$ cat config.mk
export PLATFORM = sky130hd
export DESIGN_NAME = alu_op_decoder
export DESIGN_NICKNAME = d
export VERILOG_FILES = /design/src/rtl/alu_op_decoder.sv
export SDC_FILE = /design/constraint.sdc
export NUM_CORES = 1
export LEC_CHECK = 0
export CORE_MARGIN = 3
export CORE_UTILIZATION = 35
export CTS_CLUSTER_SIZE = 8
export DETAILED_ROUTE_END_ITERATION = 6
export PLACE_DENSITY = 0.69
export RECOVER_POWER = 50
export SLEW_MARGIN = 20
export SYNTH_ARGS = -nofsm -noshare
export SYNTH_HDL_FRONTEND = slang
export SYNTH_SLANG_ARGS = --single-unit
$ cat constraint.sdc
create_clock -name clk -period 4.65 [get_ports clk]
set_input_delay 0.93 -clock clk [delete_from_list [all_inputs] [get_ports clk]]
set_output_delay 0.93 -clock clk [all_outputs]
set_load 0.005 [all_outputs]
$ cat src/rtl/alu_op_decoder.sv
`default_nettype none
// +------------------------------------------------------------------------+
// | alu_op_decoder : 16-bit instruction to ALU micro-op decode stage        |
// | rev 1.0                                                                 |
// +------------------------------------------------------------------------+
module alu_op_decoder #(
  parameter logic [3:0] NOP_OP       = 4'hF,
  parameter bit         ILLEGAL_TRAP = 1'b1
) (
  input  logic        clk,
  input  logic        rst_n,
  input  logic [15:0] instr,
  input  logic        instr_valid,
  output logic        instr_ready,
  input  logic        data_hazard,
  input  logic        flush,
  output logic        uop_valid,
  output logic [3:0]  alu_op,
  output logic [7:0]  I_field,
  output logic        h_en,
  output logic        l_en,
  output logic        set_cc,
  output logic [3:0]  ra,
  output logic [3:0]  rb,
  output logic        wb_en,
  output logic        illegal_op,
  output logic        busy
);

  localparam logic [0:0] S_IDLE = 1'b0;
  localparam logic [0:0] S_ROT  = 1'b1;

  logic [0:0] state, state_d;
  logic [3:0] rot_cnt, rot_cnt_d;
  logic       accept;
  logic       is_rot;
  logic       uop_valid_d, h_en_d, l_en_d, set_cc_d, wb_en_d, illegal_op_d;
  logic [3:0] alu_op_d, ra_d, rb_d;
  logic [7:0] I_field_d;

  assign instr_ready = rst_n & (state == S_IDLE) & ~data_hazard & ~flush;
  assign accept      = instr_valid & instr_ready;
  assign busy        = (state == S_ROT);
  assign is_rot      = instr[15] & (instr[14:13] == 2'b10);

  always_ff @(posedge clk or negedge rst_n) begin
    if (!rst_n) begin
      state      <= S_IDLE;
      rot_cnt    <= 4'd0;
      uop_valid  <= 1'b0;
      alu_op     <= NOP_OP;
      I_field    <= 8'd0;
      h_en       <= 1'b1;
      l_en       <= 1'b1;
      set_cc     <= 1'b0;
      ra         <= 4'd0;
      rb         <= 4'd0;
      wb_en      <= 1'b0;
      illegal_op <= 1'b0;
    end else begin
      state      <= state_d;
      rot_cnt    <= rot_cnt_d;
      uop_valid  <= uop_valid_d;
      alu_op     <= alu_op_d;
      I_field    <= I_field_d;
      h_en       <= h_en_d;
      l_en       <= l_en_d;
      set_cc     <= set_cc_d;
      ra         <= ra_d;
      rb         <= rb_d;
      wb_en      <= wb_en_d;
      illegal_op <= illegal_op_d;
    end
  end

  always_comb begin
    state_d   = state;
    rot_cnt_d = rot_cnt;
    if (!data_hazard) begin
      if (flush) begin
        state_d   = S_IDLE;
        rot_cnt_d = 4'd0;
      end else if (state == S_ROT) begin
        if (rot_cnt == 4'd1) begin
          state_d   = S_IDLE;
          rot_cnt_d = 4'd0;
        end else begin
          rot_cnt_d = rot_cnt - 4'd1;
        end
      end else if (accept && is_rot && (instr[3:0] >= 4'd2)) begin
        state_d   = S_ROT;
        rot_cnt_d = instr[3:0] - 4'd1;
      end
    end
  end

  // Default is hold; the rotate uop is re-emitted in ROT simply by not touching the fields.
  always_comb begin
    uop_valid_d  = uop_valid;
    alu_op_d     = alu_op;
    I_field_d    = I_field;
    h_en_d       = h_en;
    l_en_d       = l_en;
    set_cc_d     = set_cc;
    ra_d         = ra;
    rb_d         = rb;
    wb_en_d      = wb_en;
    illegal_op_d = 1'b0;
    if (data_hazard) begin
      illegal_op_d = 1'b0;
    end else if (flush) begin
      uop_valid_d = 1'b0;
      alu_op_d    = NOP_OP;
      wb_en_d     = 1'b0;
    end else if (state == S_ROT) begin
      uop_valid_d = 1'b1;
    end else if (accept && !instr[15]) begin
      uop_valid_d = 1'b1;
      alu_op_d    = instr[14:11];
      h_en_d      = instr[10];
      l_en_d      = instr[9];
      set_cc_d    = instr[8];
      ra_d        = instr[7:4];
      rb_d        = instr[3:0];
      I_field_d   = 8'd0;
      wb_en_d     = ~instr[8] & (instr[13:11] != 3'b111);
    end else if (accept) begin
      uop_valid_d = 1'b1;
      ra_d        = instr[11:8];
      rb_d        = 4'd0;
      set_cc_d    = 1'b0;
      h_en_d      = 1'b1;
      l_en_d      = 1'b1;
      I_field_d   = 8'd0;
      case (instr[14:12])
        3'b000, 3'b001, 3'b010: begin
          alu_op_d  = 4'b0111;
          I_field_d = instr[7:0];
          h_en_d    = (instr[14:12] == 3'b001);
          l_en_d    = (instr[14:12] == 3'b000);
          wb_en_d   = 1'b1;
        end
        3'b011: begin
          alu_op_d  = 4'b1111;
          I_field_d = {4'b0000, instr[3:0]};
          wb_en_d   = 1'b0;
        end
        3'b100, 3'b101: begin
          if (instr[3:0] == 4'd0) begin
            uop_valid_d = 1'b0;
            alu_op_d    = NOP_OP;
            wb_en_d     = 1'b0;
            ra_d        = ra;
            rb_d        = rb;
            h_en_d      = h_en;
            l_en_d      = l_en;
            I_field_d   = I_field;
          end else begin
            alu_op_d = instr[12] ? 4'b0011 : 4'b1011;
            wb_en_d  = 1'b1;
          end
        end
        3'b110: begin
          alu_op_d = 4'b0111;
          set_cc_d = 1'b1;
          wb_en_d  = 1'b0;
        end
        default: begin
          uop_valid_d  = 1'b0;
          alu_op_d     = NOP_OP;
          wb_en_d      = 1'b0;
          ra_d         = ra;
          rb_d         = rb;
          h_en_d       = h_en;
          l_en_d       = l_en;
          I_field_d    = I_field;
          illegal_op_d = ILLEGAL_TRAP;
        end
      endcase
    end else begin
      uop_valid_d = 1'b0;
      alu_op_d    = NOP_OP;
      wb_en_d     = 1'b0;
      set_cc_d    = 1'b0;
    end
  end

endmodule
`default_nettype wire
==> results of run 1 <==
-- sequential cells by signal, indices dropped and copies added, names as in the netlist --
register    flops
I_field         8
alu_op          4
ra              4
rb              4
rot_cnt         4
busy            1
h_en            1
illegal_op      1
l_en            1
set_cc          1
uop_valid       1
wb_en           1
-- layout make-up --
class	count	area share, %
repair buffers	49	20.9
inverters	11	1.77
well taps	67	3.59
multi-input cells	128	36.8
flip-flops and latches	31	33.5
clock buffers	8	3.43
-- per-stage QoR --
step / hold WS, ns / utilization (%) / cells
CTS: 0.464 / 48.5 / 294
global placement: 0.450 / 46.8 / 286
detailed placement: 0.455 / 46.8 / 286
finish: 0.461 / 48.5 / 294
floorplan: 0.449 / - / 184
global route: 0.486 / 48.5 / 294
-- logic make-up after synthesis --
kind of cell | Yosys count
flops | 31
fa+ha+maj | 4
xor+xnor | 3
mux | 8
buf+inv | 25
compound gates | 54
simple gates | 59
-- metal layers --
metal  wire, um  part of all wire (%)  GRT usage (%)
met1       2250                    51           21.6
met3        227                   5.1           4.58
met5          0                     0              0
met4         34                  0.77           5.16
met2       1920                    43           23.0
-- cell usage in the layout, fill, tap and decap left out, types with 6 or more instances in the layout --
cell type        instances
nor3_1                   9
a22o_1                  10
clkdlybuf4s50_1         33
a22oi_1                  8
dfrtp_1                 25
dlygate4sd3_1           15
dfstp_2                  6
o21ai_0                 13
a21oi_1                  8
mux2i_1                  7
nand2_1                 17
nor2_1                   9
inv_1                   11
-- cells in the mapped netlist, drive strengths merged (2+ instances only) --
cell	number
nor2	9
o32a	3
o21a	2
nor4	3
or3	2
dfrtp	25
nand2	17
nor2b	2
o211ai	2
nor3	9
nor3b	3
or2	3
and2	5
a22oi	8
xnor2	2
a22o	10
inv	11
clkbuf	9
ha	4
o22ai	2
dfstp	6
mux2i	7
o21ai	13
a21oi	8
buf	5
-- where the power goes --
group | switching (W) | leakage (nW) | internal [W]
logic | 0.0000835 | 0.555 | 0.000118
registers | 0.0000327 | 0.389 | 0.000316
clock network | 0.0000979 | 0.0395 | 0.000106
-- final timing paths --
kind / from / cells after the start / slack, ns / endpoint
worst max-delay path: data_hazard / 4 / 1.01 / instr_ready
worst min-delay path: l_en / 2 / 0.46 / l_en
worst max register to register: busy / 4 / 2.16 / rb[3]
worst min register to register: l_en / 2 / 0.46 / l_en
max in group asynchronous: rst_n / 2 / 3.08 / alu_op[3]
min in group asynchronous: rst_n / 2 / 1.23 / I_field[0]
-- worst register-to-register path, cell delays in order, from the launching register on --
cell and delay [ns]:
dfrtp_1 0.49, or4b_4 0.64, or2_1 0.50, a31o_1 0.44, a22o_1 0.29
==> results.toml, run 1 <==
[detailed_routing]
drt_wl_total_um = 4430
routed_via_density = 5.14
wl_per_cell_um = 15.1
dr.pass1.iters = 4
drtIter0Drc = 68
num_vias = 1510
detail-route-antenna-nets = 0
drc = 0

[clock_tree]
cts_buffer_depth = 2
cts_setup_buffers = 0
ctsResizeCount = 0
tritoncts = "built"
worst_skew_pair.late_latency_ns = 0.29
cts_buffers = 5
cts_htree_levels = 2
path_clk_slew_ns = 0.06
cts_hold_buf = 0
cts-root-buf = "clkbuf_8"
cts_sinks = 31

[grt]
grt_pass1_vias = 1493
antenna_found_initial = 0
gr-total-overflow = 0
track_usage_pct = 15.5
grt_max_degree = 33
grt_pass1_wl_um = 7380

[floorplan]
ios = 49
die_h_um = 77.1
core_area_um2 = 4820
die_area_um2 = 5940
num_rows = 25
start_util_pct = 36.7
die_w_um = 77.1

[synth]
yosysSeqAreaShare_pct = 44.3
synth-simple-area-share_pct = 18.4
synth-edff-count = 0
synthXorXnorAreaFrac_pct = 1.49
ys.flop_type = "dfrtp_1"
synth.cell_area_um2 = 1770
synth_cells = 184
syn-num-nets = 209
syn_avg_cell_area_um2 = 9.61
synth.distinct_cells = 42
synth-compound-area-share_pct = 21.3
yosysWarnings = 0
synth_top_area_share_pct = 35.4
synth_top_area_cell = "dfrtp_1"
ys_ff_latch = 31
synth_top_family_by_area = "compound AO/OA/AOI/OAI gates"
async_flop_share_pct = 100
synth_fa_ha_area_share_pct = 2.83
synth.area.mux_share_pct = 4.60
synth.area.top_cells = "dfrtp_1, dfstp_2, a22o_1"

[timing]
hold_violations = 0
fmax_mhz = 275
rsz0062_at_grt = "false"
slew_violations = 0
fin_ws_ns = 1.01
min_period_ns = 3.64
finalCritPeriodShare_pct = 78.2
fin_tns_setup_ns = 0
skew_ns = 0.0134
setup_viol = 0
tightest_slew_ns = 0.972
max_slew_margin_pct = 34.7

[final_layout]
n_fill_cell = 493
nNetsFinal = 251
n_antenna_cell = 0
multi_input_area_um2 = 860
drive_gt1_share_pct = 7.49
area_growth_pct = 32.1
final_area_um2 = 2340
regArea_um2 = 783

[setup_path]
cp_slowest_cell = "or4b_4"
worstSetupPathType = "primary input to output port"
crit_top_cell = "clkdlybuf4s50_1"
crit_path_end_kind = "output port"
cp_max_fo = 9
crit_family = "buffers and inverters"
critPathBufInv = 3
cp_cell_sequence = "clkdlybuf4s50_1 > or4b_4 > inv_1 > clkdlybuf4s50_1"
cp.required_ns = 3.72
crit_arrival_ns = 2.71
slowest_delay_ns = 0.64
start_kind = "primary input"

[placed_design]
gp_congestion = 0.775
place_area_um2 = 2260
dp_hpwl_um = 3200
io_buffers = 48
pre_cts_ws_ns = 1.02

[pwr]
total_power_w = 0.000755
p_leak_nw = 0.984
power.density_nw_per_um2 = 323
peakVddDrop_uv = 172

[status]
status = "completed"

[worst_hold_path]
hold_path_class = "flop to flop"

[job]
maxCapViolCount = 0
(Power assumes the default switching activity.)
==> run 2, diff against run 1 <==
Clock period 4.65 ns to 3.48 ns, I/O delays scaled along.
==> run 2 against run 1 <==
Combinational power grew 35%. Via count is 0.60% higher. Clock-buffer cell count down 3. Final area up 1.7%. Largest power group unchanged. Flip-flop and latch count unchanged. Non-clock buffer count up 4. Register-to-register slack got worse by 0.98 ns. Critical path type unchanged. Power rose by 35%. Core utilization grew 0.81 points. Sequential power grew 33%. Die area unchanged. First-iteration DRC count up 2.9%.
==> results.toml, run 2 (same netlist as run 1, synthesis figures left out) <==
[setup_path]
crit_path_end_kind = "output port"
slowest_delay_ns = 0.59
cp.required_ns = 2.78
r2r_cells = 4
cp_cell_sequence = "dlygate4sd3_1 > or4b_4 > inv_1 > clkdlybuf4s50_1"
start_kind = "primary input"
cp_max_fo = 8
cp_slowest_cell = "dlygate4sd3_1"
crit_arrival_ns = 2.41
worstSetupPathType = "primary input to output port"

[detailed_routing]
drtIter0Drc = 70
detail-route-antenna-nets = 0
wl_per_cell_um = 14.2
num_vias = 1519
drc = 0
routed_via_density = 5.10
drt_wl_total_um = 4230
dr.pass1.iters = 4

[timing]
hold_slack_ns = 0.465
tightest_slew_ns = 0.538
setup_viol = 0
min_period_ns = 3.11
finalCritPeriodShare_pct = 89.3
fin_ws_ns = 0.373
skew_ns = 0.00620
hold_violations = 0
fmax_mhz = 322
fin_tns_setup_ns = 0
slew_violations = 0
max_slew_margin_pct = 63.8
rsz0062_at_grt = "false"

[pwr]
power.density_nw_per_um2 = 428
peakVddDrop_uv = 256
p_leak_nw = 1.00

[placed_design]
io_buffers = 48
dp_hpwl_um = 3150
gp_congestion = 0.794
pre_cts_ws_ns = 0.431

[status]
status = "completed"

[clock_tree]
cts_buffer_depth = 2
path_clk_slew_ns = 0.07
cts_buffers = 5
cts_htree_levels = 2
tritoncts = "built"
cts_setup_buffers = 0
worst_skew_pair.late_latency_ns = 0.28
cts-root-buf = "clkbuf_8"
cts_sinks = 31
cts_hold_buf = 0
ctsResizeCount = 0

[floorplan]
num_rows = 25
die_w_um = 77.1
die_h_um = 77.1
core_area_um2 = 4820
start_util_pct = 36.7
ios = 49
die_area_um2 = 5940

[final_layout]
drive_gt1_share_pct = 10.4
n_antenna_cell = 0
area_growth_pct = 34.3
mostFrequentLayoutCell = "clkdlybuf4s50_1"
top_register = "I_field"
nNetsFinal = 255
layout_common_cells = "clkdlybuf4s50_1, dfrtp_1, nand2_1"
largest_register_ffs = 8

[grt]
antenna_found_initial = 0
track_usage_pct = 15.1
grt_max_degree = 33
grt_pass1_vias = 1552
gr-total-overflow = 0
grt_pass1_wl_um = 7280

[worst_hold_path]
hold_path_class = "flop to flop"
min_delay_path_depth = 2

[job]
maxCapViolCount = 0
run 2: changes by cell type in the layout (fill, tap and decap cells not counted):
cell	before	now
clkinv_2	0	1
clkinvlp_4	0	2
buf_4	1	5
clkbuf_1	3	0
run 2: final cells by class:
cell class / count / area [um2]
clock buffer: 5 / 68.8
clock inverter: 3 / 20.0
fill: 477 / 2440
inverter: 11 / 41.3
multi-input combinational: 128 / 860
sequential: 31 / 783
tap: 67 / 83.8
timing repair buffer: 53 / 518
run 2: worst paths after layout:
path	startpoint	end	slack (ns)
worst min register to register	h_en	h_en	0.47
max in group asynchronous	rst_n	alu_op[2]	2.18
min in group asynchronous	rst_n	rb[1]	0.98
worst min-delay path	h_en	h_en	0.47
worst max register to register	busy	rb[0]	1.18
worst max-delay path	rst_n	instr_ready	0.37
run 2: critical path: cells and delay by family:
family	cells	cell delay, ns
simple gates	1	0.55
buf+inv	3	1.16
run 2: where the power goes:
group / switching (W) / total [W] / leakage [nW] / internal (W)
Clock: 0.000141 / 0.000280 / 0.0402 / 0.000139
Sequential: 0.0000426 / 0.000465 / 0.389 / 0.000422
Combinational: 0.000111 / 0.000272 / 0.575 / 0.000161
run 2: through the flow:
| step | total power, W | instance area, um2 | utilization [%] | instances |
|---|---|---|---|---|
| after floorplan | 0.000587 | 1770 | - | 184 |
| after global placement | 0.000749 | 2290 | 47.5 | 290 |
| after detailed placement | 0.000752 | 2290 | 47.5 | 290 |
| after CTS | 0.00104 | 2370 | 49.3 | 298 |
| after global routing | 0.00108 | 2370 | 49.3 | 298 |
| final | 0.00102 | 2370 | 49.3 | 298 |
run 2: routing by layer:
layer / global-route usage (%) / share of wire [%]
met2: 22.8 / 44
met4: 4.27 / 1.0
met5: 0 / 0
met1: 20.8 / 49
met3: 4.93 / 6.1
==> run 3, diff against run 2 <==
Settings changed: SKIP_CTS_REPAIR_TIMING set to 1.
==> results of run 3 <==
The final DEF is identical to that of run 2; final timing and power are the same.
